$ cat config.mk
export PLATFORM = sky130hd
export DESIGN_NAME = seq_multiplier
export DESIGN_NICKNAME = d
export VERILOG_FILES = /design/src/rtl/mult_pkg.sv /design/src/rtl/mult_ctrl.sv /design/src/rtl/seq_multiplier.sv
export SDC_FILE = /design/constraint.sdc
export NUM_CORES = 1
export LEC_CHECK = 0
export ABC_AREA = 1
export BUFFER_PORTS_ARGS = -buffer_cell sky130_fd_sc_hd__buf_2
export CORE_ASPECT_RATIO = 0.6
export CORE_MARGIN = 4
export CORE_UTILIZATION = 61
export DETAILED_ROUTE_END_ITERATION = 10
export GPL_TIMING_DRIVEN = 1
export HOLD_SLACK_MARGIN = 0.06
export MAX_ROUTING_LAYER = met4
export PLACE_DENSITY = 0.81
export SLEW_MARGIN = 5
export SYNTH_ARGS = -nofsm -noshare
export SYNTH_HDL_FRONTEND = slang
export SYNTH_SLANG_ARGS = --single-unit
$ cat constraint.sdc
create_clock -name CLK -period 2.2 [get_ports CLK]
set_input_delay 0.33 -clock CLK [delete_from_list [all_inputs] [get_ports CLK]]
set_output_delay 0.33 -clock CLK [all_outputs]
set_load 0.02 [all_outputs]
$ cat src/rtl/mult_pkg.sv
`default_nettype none
// ============================================================================
//  Module   : mult_pkg
//  Purpose  : Shared constants for the sequential shift-add multiplier:
//             default operand width and controller state encoding.
//  Ports    : none (package)
//  Revision : 1.0 - initial release
// ============================================================================
package mult_pkg;

    localparam int c_DEFAULT_WIDTH = 16;

    // Controller states: IDLE waits for START, CALC runs one shift-add per
    // clock, FIX applies the sign and publishes the product.
    localparam logic [1:0] c_ST_IDLE = 2'd0;
    localparam logic [1:0] c_ST_CALC = 2'd1;
    localparam logic [1:0] c_ST_FIX  = 2'd2;

endpackage : mult_pkg
`default_nettype wire

$ cat src/rtl/mult_ctrl.sv
`default_nettype none
// ============================================================================
//  Module   : mult_ctrl
//  Purpose  : Controller for seq_multiplier. Owns the IDLE/CALC/FIX state
//             machine, the iteration counter, BUSY/DONE generation and the
//             early-exit decision.
//  Ports    : clk, rst            - clock, synchronous active-high reset
//             i_start             - operation request (honoured in IDLE only)
//             i_bm_init_zero      - multiplier magnitude being captured is 0
//             i_bm_next_zero      - multiplier register is 0 after this shift
//             o_load/o_calc/o_fix - datapath step enables
//             o_busy, o_done      - handshake outputs (registered)
//  Revision : 1.0 - initial release
// ============================================================================
module mult_ctrl
    import mult_pkg::*;
#(
    parameter int WIDTH      = c_DEFAULT_WIDTH,
    parameter int EARLY_EXIT = 1
) (
    input  logic clk,
    input  logic rst,
    input  logic i_start,
    input  logic i_bm_init_zero,
    input  logic i_bm_next_zero,
    output logic o_load,
    output logic o_calc,
    output logic o_fix,
    output logic o_busy,
    output logic o_done
);

    localparam int                 c_CNT_W    = $clog2(WIDTH + 1);
    localparam logic [c_CNT_W-1:0] c_CNT_INIT = c_CNT_W'(WIDTH);
    localparam logic [c_CNT_W-1:0] c_CNT_ONE  = c_CNT_W'(1);
    localparam logic               c_EARLY    = (EARLY_EXIT != 0);

    logic [1:0]         r_state;
    logic [c_CNT_W-1:0] r_cnt;
    logic               r_busy;
    logic               r_done;

    assign o_load = (r_state == c_ST_IDLE) && i_start;
    assign o_calc = (r_state == c_ST_CALC);
    assign o_fix  = (r_state == c_ST_FIX);
    assign o_busy = r_busy;
    assign o_done = r_done;

    always_ff @(posedge clk) begin
        if (rst) begin
            r_state <= c_ST_IDLE;
            r_cnt   <= '0;
            r_busy  <= 1'b0;
            r_done  <= 1'b0;
        end else begin
            r_done <= 1'b0;
            case (r_state)
                c_ST_IDLE: begin
                    if (i_start) begin
                        r_cnt  <= c_CNT_INIT;
                        r_busy <= 1'b1;
                        // A zero multiplier needs no iterations at all.
                        r_state <= (c_EARLY && i_bm_init_zero) ? c_ST_FIX : c_ST_CALC;
                    end
                end
                c_ST_CALC: begin
                    r_cnt <= r_cnt - c_CNT_ONE;
                    if ((r_cnt == c_CNT_ONE) || (c_EARLY && i_bm_next_zero)) begin
                        r_state <= c_ST_FIX;
                    end
                end
                c_ST_FIX: begin
                    r_state <= c_ST_IDLE;
                    r_busy  <= 1'b0;
                    r_done  <= 1'b1;
                end
                default: begin
                    r_state <= c_ST_IDLE;
                    r_busy  <= 1'b0;
                end
            endcase
        end
    end

endmodule : mult_ctrl
`default_nettype wire

$ cat src/rtl/seq_multiplier.sv
`default_nettype none
// ============================================================================
//  Module   : seq_multiplier
//  Purpose  : Sequential shift-add multiplier, signed or unsigned, with
//             optional early termination and a START/BUSY/DONE handshake.
//             Signed operands are multiplied as magnitudes; the sign is
//             applied once in the FIX step.
//  Ports    : CLK, RST          - clock, synchronous active-high reset
//             START             - request, sampled while BUSY=0
//             SIGNED_MODE       - 1 = two's-complement operands
//             A_IN, B_IN        - multiplicand, multiplier (WIDTH bits)
//             BUSY, DONE        - handshake; DONE is a one-cycle pulse
//             PRODUCT, ZF       - 2*WIDTH-bit result and its zero flag
//  Revision : 1.0 - initial release
// ============================================================================
module seq_multiplier
    import mult_pkg::*;
#(
    parameter int WIDTH      = c_DEFAULT_WIDTH,
    parameter int EARLY_EXIT = 1
) (
    input  logic               CLK,
    input  logic               RST,
    input  logic               START,
    input  logic               SIGNED_MODE,
    input  logic [WIDTH-1:0]   A_IN,
    input  logic [WIDTH-1:0]   B_IN,
    output logic               BUSY,
    output logic               DONE,
    output logic [2*WIDTH-1:0] PRODUCT,
    output logic               ZF
);

    localparam int c_PW = 2 * WIDTH;

    logic [c_PW-1:0]  r_am;
    logic [WIDTH-1:0] r_bm;
    logic [c_PW-1:0]  r_acc;
    logic             r_neg;
    logic [c_PW-1:0]  r_product;
    logic             r_zf;

    logic             w_a_neg;
    logic             w_b_neg;
    logic [WIDTH-1:0] w_a_mag;
    logic [WIDTH-1:0] w_b_mag;
    logic [c_PW-1:0]  w_result;
    logic             w_load;
    logic             w_calc;
    logic             w_fix;
    logic             w_busy;
    logic             w_done;
    logic             w_bm_init_zero;
    logic             w_bm_next_zero;

    // Magnitudes fit in WIDTH unsigned bits, including |-2^(WIDTH-1)|.
    assign w_a_neg = SIGNED_MODE & A_IN[WIDTH-1];
    assign w_b_neg = SIGNED_MODE & B_IN[WIDTH-1];
    assign w_a_mag = w_a_neg ? (-A_IN) : A_IN;
    assign w_b_mag = w_b_neg ? (-B_IN) : B_IN;

    assign w_bm_init_zero = (w_b_mag == '0);
    assign w_bm_next_zero = (r_bm[WIDTH-1:1] == '0);

    // Negating zero yields zero, so ZF never disagrees with the sign fix.
    assign w_result = r_neg ? (-r_acc) : r_acc;

    mult_ctrl #(
        .WIDTH      (WIDTH),
        .EARLY_EXIT (EARLY_EXIT)
    ) u_ctrl (
        .clk            (CLK),
        .rst            (RST),
        .i_start        (START),
        .i_bm_init_zero (w_bm_init_zero),
        .i_bm_next_zero (w_bm_next_zero),
        .o_load         (w_load),
        .o_calc         (w_calc),
        .o_fix          (w_fix),
        .o_busy         (w_busy),
        .o_done         (w_done)
    );

    always_ff @(posedge CLK) begin
        if (RST) begin
            r_am      <= '0;
            r_bm      <= '0;
            r_acc     <= '0;
            r_neg     <= 1'b0;
            r_product <= '0;
            r_zf      <= 1'b1;
        end else if (w_load) begin
            r_am  <= {{WIDTH{1'b0}}, w_a_mag};
            r_bm  <= w_b_mag;
            r_acc <= '0;
            r_neg <= SIGNED_MODE & (A_IN[WIDTH-1] ^ B_IN[WIDTH-1]);
        end else if (w_calc) begin
            if (r_bm[0]) begin
                r_acc <= r_acc + r_am;
            end
            r_am <= r_am << 1;
            r_bm <= r_bm >> 1;
        end else if (w_fix) begin
            r_product <= w_result;
            r_zf      <= (w_result == '0);
        end
    end

    assign BUSY    = w_busy;
    assign DONE    = w_done;
    assign PRODUCT = r_product;
    assign ZF      = r_zf;

endmodule : seq_multiplier
`default_nettype wire

==> results.yml, run 1 <==
logic_synthesis:
  synthCells: 1386
  synth.distinct_cells: 47
  syn-num-nets: 1460
  yosysMostFrequentCell: "nand2_1"
  async_flop_share_pct: 0
  synth_enable_flop_cells: 0
  synth_top_area_share_pct: 28.7
  synthTopCellsByArea: "dfxtp_1 29%, nand2_1 16%, nor2_1 7.9%, a21oi_1 7.2%, inv_1 7.1%"
  yosysSeqAreaShare_pct: 28.7
  synth-main-ff-cell: "dfxtp_1"
  ys_ff_latch: 123
  avgSynthCellArea_um2: 6.20
  netlist_area_um2: 8590
  yosys.area.top_type: "dfxtp_1"
  synthTopCellsByCount: "358 x nand2_1, 181 x nor2_1, 163 x inv_1, 123 x a21oi_1, 123 x dfxtp_1"
  yosysWarnings: 0
cells_and_area:
  drive_above_1_share_pct: 14.8
  final_cells: 1676
  fin_area_um2: 9960
  syn_to_final_growth_pct: 15.9
  finalNetCount: 1546
  insertedDiodeCount: 0
  n_fill_cell: 1213
placed_design:
  placed_cells: 1644
  hpwl_mm: 21.1
  place_area_um2: 9300
  port_buffers: 70
  gp_congestion: 1.02
timing:
  rsz0062_at_grt: "yes"
  relSlewSlack_pct: 53.1
  finalSetupViolCount: 0
  fmaxAchievable_ghz: 0.460
  period_minus_slack_ps: 2170
  tns_ps: 0
  fin_skew_ps: 9.17
  hold_viol: 0
  timing.final.max_slew_violations: 0
  worstMarginPinSlew_ps: 697
  fin_crit_sh_pct: 98.7
power_and_ir_drop:
  leakage_nw: 4.92
  peakVddDrop_mv: 0.436
  p_total_mw: 7.39
  p_per_area_nw_per_um2: 742
grt:
  antenna_found_initial: 0
  overflow: 0
  grt_pass1_vias: 8373
  grt_max_degree: 40
  grt_util_all_layers_pct: 34.8
  grt_pass1_wl_mm: 43.6
cts:
  cts_sinks: 123
  cts_tree: "done"
  h-tree-depth: 4
  cts_buffers: 17
  clk_path_buf_depth: 2
  cts_root_buf: "clkbuf_16"
  ctsHoldBuffers: 0
  cts.clk_slew.worst_paths_ps: 60
  clock_latency_ps: 430
floorplan:
  die_h_um: 99.9
  die_w_um: 161
  die-area_um2: 16100
  ios: 71
  initial_core_util_pct: 62.7
  row_count: 33
  core-area_um2: 13700
routing:
  met3_length_mm: 3.95
  finalWirelength_mm: 27.6
  first_iter_violations: 1265
  wl_per_cell_um: 16.5
  dr.pass1.iters: 7
  top_layer: "met4"
  ant_nets: 0
  drc: 0
  via_per_inst: 5.79
  routedLengthMet1_mm: 12.9
  wl_met2_mm: 10.4
  vias: 9696
outcome:
  status: "complete, no violations"
hold_path:
  hold_path.class: "in2reg"
worst_setup_path:
  startpoint_type: "flop"
  crit_fanout: 5
  required_ps: 2530
  crit_path_end_kind: "flop"
  crit_type: "reg2reg"
  critical_path_arrival_ps: 2500
flow_run:
  drv_cap: 0
## where the power goes
group          leakage (nW)  switching [mW]  internal (mW)
Combinational          3.66            1.39          0.681
Clock                 0.258            1.12           1.55
Sequential             1.00           0.202           2.45
## worst paths after layout
| path | startpoint | endpoint | slack (ps) | cells after the start |
|---|---|---|---|---|
| max | r_acc[23] | r_acc[26] | 30 | 12 |
| min | A_IN[0] | r_am[0] | 220 | 3 |
| max reg2reg | r_acc[23] | r_acc[26] | 30 | 12 |
| min reg2reg | u_ctrl.o_busy | u_ctrl.o_busy | 450 | 2 |
## area by class of cell
type	count	area, µm²	share of cell area (%)
multi-input cells	1053	5410	54.3
well taps	192	240	2.41
clock inverters	14	123	1.23
clock buffers	17	425	4.27
inverters	166	623	6.26
repair buffers	111	671	6.73
flip-flops and latches	123	2470	24.8
## metal layers
metal / global-route usage [%] / up-vias
met4: 7.67 / 0
met5: - / -
met2: 44.9 / 577
met1: 52.9 / 4366
met3: 10.0 / 47
li1: - / 4706
## worst max-delay path: stages, from the launching register on
cell,delay (ps)
dfxtp_1,410
ha_2,430
nand2_1,130
nor2_1,240
inv_1,90
nor2_1,210
inv_1,60
nor2_1,140
nor3_1,80
nand3_1,80
nand3_1,80
nand2_1,70
inv_1,40
## timing repair
| action | CTS | global route |
|---|---|---|
| setup endpoints to repair | 0 | 22 |
| endpoints found under the hold margin | 0 | 0 |
| setup buffers | 0 | 1 |
| resized for setup | 0 | 33 |
## state kept, by name, summed over array words and instances (netlist names)
signal          flops
r_am               32
r_neg               1
u_ctrl.o_busy       1
u_ctrl.r_state      2
ZF                  1
r_bm               16
u_ctrl.o_done       1
PRODUCT            32
r_acc              32
u_ctrl.r_cnt        5
## cells in the final DEF, fill, tap and decap left out, types with 4 or more instances in the layout
cell type   count
nand2_1       356
nor2_1        177
inv_1         163
dfxtp_1       117
a21oi_1       112
o21ai_0        91
nand3_1        87
buf_2          70
buf_4          40
ha_1           30
xor2_1         23
o211ai_1       18
clkbuf_16      17
nand4_1        16
nor3_1         15
nor2_2         13
nand2_2        13
xnor2_1        12
a21oi_2        11
a31oi_1         8
o21ai_2         6
o21ai_1         6
ha_2            6
dfxtp_2         6
clkinvlp_4      5
nor2_4          4
nor3_2          4
nor4_1          4
o221ai_1        4
clkinv_2        4
## through the flow
step           hold slack, ps  setup slack [ps]  util, %
2_1_floorplan             437               304        -
3_3_place_gp              439              45.2     67.8
3_5_place_dp              447              17.6     67.8
4_1_cts                   226              3.30     71.8
5_1_grt                   281             -58.7     72.6
6_report                  224              28.1     72.6
## logic make-up (layout without fill, tap and decap cells)
kind of cell | count (synthesis) | in the layout | share of synthesized area (%)
AOI/OAI and AO/OA | 278 | 278 | 17.9
DFF | 123 | 123 | 28.7
adders and majority gates | 38 | 38 | 5.62
buffers and inverters | 210 | 308 | 9.66
and+or+nand+nor | 702 | 702 | 34.6
xor gates and xnor gates | 35 | 35 | 3.57
Note: power is estimated with default switching activity, not from simulation.
==> inputs of run 2 (changes only) <==
Settings changed: CORE_MARGIN 4 to 3.
==> run 2 against run 1 <==
  * Final area increased by 1.2%
  * Power up 6.3%
  * Clock power rose by 15%
  * Maximum frequency is 4.4% higher
  * Die area decreased by 3.2%
==> results.yml, run 2 (synthesis results as in run 1) <==
outcome:
  status: "complete, no violations"
cts:
  clock_latency_ps: 430
  ctsHoldBuffers: 0
  cts.clk_slew.worst_paths_ps: 70
  post-cts-setup-buffers: 0
  cts_buffers: 17
  cts_sinks: 123
  cts_root_buf: "clkbuf_16"
  cts_resized: 0
  cts_tree: "done"
  clk_path_buf_depth: 2
  h-tree-depth: 4
cells_and_area:
  n_fill_cell: 1057
  final_cells: 1679
  insertedDiodeCount: 0
  syn_to_final_growth_pct: 17.3
  drive_above_1_share_pct: 15.3
  fin_area_um2: 10100
  final_cell_mix: "352 x nand2_1, 177 x nor2_1, 162 x inv_1, 115 x dfxtp_1, 115 x a21oi_1"
  multi_input_area_um2: 5410
  layout_commonest_cell: "nand2_1"
  finalNetCount: 1553
  regArea_um2: 2470
worst_setup_path:
  crit_path_end_kind: "flop"
  required_ps: 2560
  crit_type: "reg2reg"
  critical_path_arrival_ps: 2440
  rrSetupSlack_ps: 120
  crit_fanout: 5
  startpoint_type: "flop"
grt:
  grt_max_degree: 40
  grt_util_all_layers_pct: 38.5
  antenna_found_initial: 0
  grt_pass1_wl_mm: 47.2
  overflow: 0
  grt_pass1_vias: 8998
timing:
  fmaxAchievable_ghz: 0.481
  finalSetupViolCount: 0
  fin_skew_ps: 10.9
  worstMarginPinSlew_ps: 556
  hold_viol: 0
  timing.final.max_slew_violations: 0
  relSlewSlack_pct: 62.9
  fin_crit_sh_pct: 94.6
  period_minus_slack_ps: 2080
power_and_ir_drop:
  clock_power_share_pct: 39.1
  peakVddDrop_mv: 0.505
  leakage_nw: 5.01
  p_switching_mw: 2.88
  combPwrFrac_pct: 27.0
  p_per_area_nw_per_um2: 779
  power.share.sequential_pct: 33.9
  switching_share_pct: 36.7
  intPower_mw: 4.97
placed_design:
  placed_cells: 1647
  hpwl_mm: 22.2
  port_buffers: 70
  place_area_um2: 9340
  gp_congestion: 1.01
routing:
  via_per_inst: 5.88
  drc: 0
  wl_per_cell_um: 17.4
  wl_met2_mm: 11.2
  routedLengthMet1_mm: 13.0
  top_layer: "met4"
  first_iter_violations: 1502
  vias: 9872
  met3_length_mm: 4.56
  finalWirelength_mm: 29.2
  dr.pass1.iters: 6
  ant_nets: 0
floorplan:
  initial_core_util_pct: 64.6
  core-area_um2: 13300
  die-area_um2: 15600
  die_h_um: 97.9
  die_w_um: 159
  row_count: 32
  ios: 71
hold_path:
  hold_path.class: "in2reg"
flow_run:
  drv_cap: 0
run 2: cell types whose count changed in the layout (fill, tap and decap cells not counted), moves of 3 or more:
cell / before / now
inv_6: 3 / 6
nand2_1: 356 / 352
o21ai_0: 91 / 85
clkinv_2: 4 / 0
a21oi_2: 11 / 8
buf_4: 40 / 48
ha_1: 30 / 35
o21ai_1: 6 / 11
clkinvlp_4: 5 / 2
ha_2: 6 / 1
inv_8: 0 / 3
a21oi_1: 112 / 115
nand2_2: 13 / 17
run 2: area by class of cell:
type,instances,area share [%]
clock buffer,17,4.22
clock inverter,15,1.99
inverter,166,6.18
multi-input combinational,1053,53.7
sequential,123,24.5
tap,187,2.32
timing repair buffer,118,7.05
run 2: worst paths after layout:
kind	start	endpoint	cells past startpoint
setup / recovery	r_acc[27]	r_acc[31]	12
hold / removal	RST	r_bm[10]	2
setup reg to reg	r_acc[27]	r_acc[31]	12
hold reg to reg	u_ctrl.r_cnt[1]	u_ctrl.r_cnt[1]	2
run 2: metrics by stage:
stage               util, %  total power [mW]  setup TNS, ps  setup slack [ps]  hold slack, ps
floorplan                 -              4.05              0               304             437
CTS                    75.0              7.73              0              22.9             211
global placement       70.2              4.63              0              6.08             437
global route           75.8              8.17          -7.59             -7.59             225
detailed placement     70.2              4.70              0              36.1             455
finish                 75.8              7.85              0               120             207
run 2: power groups by stage:
stage	logic [mW]	registers (mW)	clock network [mW]
4_1_cts	2.04	2.64	3.04
2_1_floorplan	1.33	2.71	0
6_report	2.12	2.66	3.07
3_5_place_dp	2.01	2.69	0
5_1_grt	2.34	2.68	3.15
3_3_place_gp	1.95	2.67	0
run 2: metal layers:
metal	vias to the layer above	GRT usage (%)
met5	-	-
met4	0	8.47
met3	62	12.1
met2	671	51.5
met1	4422	56.1
li1	4717	-
run 2: critical path, stage by stage, from the launching register on:
cell	delay, ps
dfxtp_1	400
ha_1	450
nand2_1	120
nor3_1	140
buf_4	160
nand2_1	80
nor3_1	180
nand2_2	130
nand2_1	90
nand2_1	50
nand2_1	50
nand2_1	40
a21oi_1	120
==> inputs of run 3 (changes only) <==
Settings changed: CORE_MARGIN 3 to 4, CORE_UTILIZATION 61 to 63, CTS_BUF_LIST set to sky130_fd_sc_hd__clkbuf_8, PLACE_DENSITY 0.81 to 0.83.
==> run 3 against run 2 <==
  * Hold slack worse by 52 ps
  * Utilization is 0.84 points lower
  * Clock skew is 6.0 ps higher
  * Sequential power is essentially flat
  * Clock power fell by 25%
  * Sequential share of layout area increased by 0.64 points
  * Combinational power down 3%
  * Sequential cell count is the same
  * Register-to-register slack barely moved
  * Wire length shrank 8.2%
  * Setup slack better by 9.2 ps
==> results.yml, run 3 (synthesis results as in run 1) <==
outcome:
  status: "complete, no violations"
timing:
  relSlewSlack_pct: 50.1
  hold_ws_ps: 155
  rsz0062_at_grt: "yes"
  timing.final.max_slew_violations: 0
  finalSetupViolCount: 0
  fmaxAchievable_ghz: 0.483
  hold_viol: 0
  setup_ws_ps: 129
  worstMarginPinSlew_ps: 742
  fin_crit_sh_pct: 94.1
  period_minus_slack_ps: 2070
  fin_skew_ps: 16.9
routing:
  finalWirelength_mm: 26.8
  met3_length_mm: 3.78
  drc: 0
  via_per_inst: 5.71
  top_layer: "met4"
  first_iter_violations: 1280
  wl_met2_mm: 9.90
  vias: 9480
  wl_per_cell_um: 16.2
  routedLengthMet1_mm: 12.9
  ant_nets: 0
  dr.pass1.iters: 6
cts:
  h-tree-depth: 4
  cts.clk_slew.worst_paths_ps: 80
  ctsHoldBuffers: 0
  cts_tree: "done"
  cts_root_buf: "clkbuf_8"
  post-cts-setup-buffers: 0
  cts_sinks: 123
  clock_latency_ps: 450
  clk_path_buf_depth: 2
  cts_buffers: 17
worst_setup_path:
  crit_top_cell: "nand2_1"
  crit_type: "reg2reg"
  max_stage_delay_ps: 460
  cp_num_buf_inv: 1
  path_delay_family: "compound AO/OA/AOI/OAI gates"
  critical_path_arrival_ps: 2420
  startpoint_type: "flop"
  required_ps: 2550
  cpMaxStageDelayCell: "dfxtp_1"
  crit_chain: "ha_1, a21oi_1, o21ai_0, a21oi_1, nor2_1, nor3_2, nand2_1, nand2_1, nand3_1, nand2_1, inv_1"
  crit_path_end_kind: "flop"
  crit_fanout: 5
grt:
  grt_pass1_vias: 8528
  grt_util_all_layers_pct: 34.7
  antenna_found_initial: 0
  overflow: 0
  grt_pass1_wl_mm: 43.1
  grt_max_degree: 28
cells_and_area:
  fin_util_pct: 75.0
  final_cell_mix: "356 x nand2_1, 176 x nor2_1, 163 x inv_1, 116 x dfxtp_1, 114 x a21oi_1"
  insertedDiodeCount: 0
  drive_above_1_share_pct: 14.8
  layout_commonest_cell: "nand2_1"
  finalNetCount: 1550
  syn_to_final_growth_pct: 14.3
hold_path:
  hold_path.class: "in2reg"
floorplan:
  die_w_um: 159
  initial_core_util_pct: 65.6
  row_count: 32
  die-area_um2: 15600
  core-area_um2: 13100
  ios: 71
  die_h_um: 98.4
flow_run:
  drv_cap: 0
placed_design:
  port_buffers: 70
  dp_slack_ps: 58.6
  hpwl_mm: 21.2
  gp_congestion: 1.04
power_and_ir_drop:
  peakVddDrop_mv: 0.454
  leakage_nw: 4.92
  p_per_area_nw_per_um2: 713
-- run 3: final timing paths --
path	start	end	slack (ps)	cells after the start
min reg2reg	u_ctrl.o_busy	u_ctrl.o_busy	470	2
max reg2reg	r_acc[17]	r_acc[26]	130	11
min	RST	r_bm[10]	150	2
max	r_acc[17]	r_acc[26]	130	11
-- run 3: stage by stage --
stage / cell area, µm² / TNS (ps) / std cells / total power [mW]
3_3_place_gp: 9290 / 0 / 1627 / 4.62
3_5_place_dp: 9290 / 0 / 1627 / 4.67
4_1_cts: 9730 / 0 / 1659 / 6.93
2_1_floorplan: 8590 / 0 / 1386 / 4.05
5_1_grt: 9820 / -44.1 / 1659 / 7.35
6_report: 9820 / 0 / 1659 / 7.00
-- run 3: final cells by class --
type,instances,area [µm²]
multi-input combinational,1053,5390
fill,1090,3280
clock buffer,17,234
clock inverter,15,199
tap,170,213
sequential,123,2470
inverter,166,623
timing repair buffer,115,688
-- run 3: routing by layer --
layer | global-route usage (%) | vias to the layer above
li1 | - | 4696
met1 | 53.2 | 4223
met2 | 44.3 | 518
met3 | 10.6 | 43
met4 | 6.13 | 0
met5 | - | -
-- run 3: repair_timing --
| item | 4_1_cts | 5_1_grt |
|---|---|---|
| hold endpoints to repair | 0 | 0 |
| endpoints found under the setup margin | 0 | 21 |
| gates resized for setup | 0 | 33 |
-- run 3: power breakdown --
group          switching (mW)  internal, mW  leakage (nW)
Sequential              0.205          2.45          1.00
Combinational            1.37         0.685          3.69
Clock                    1.12          1.17         0.222
Total                    2.69          4.30          4.92
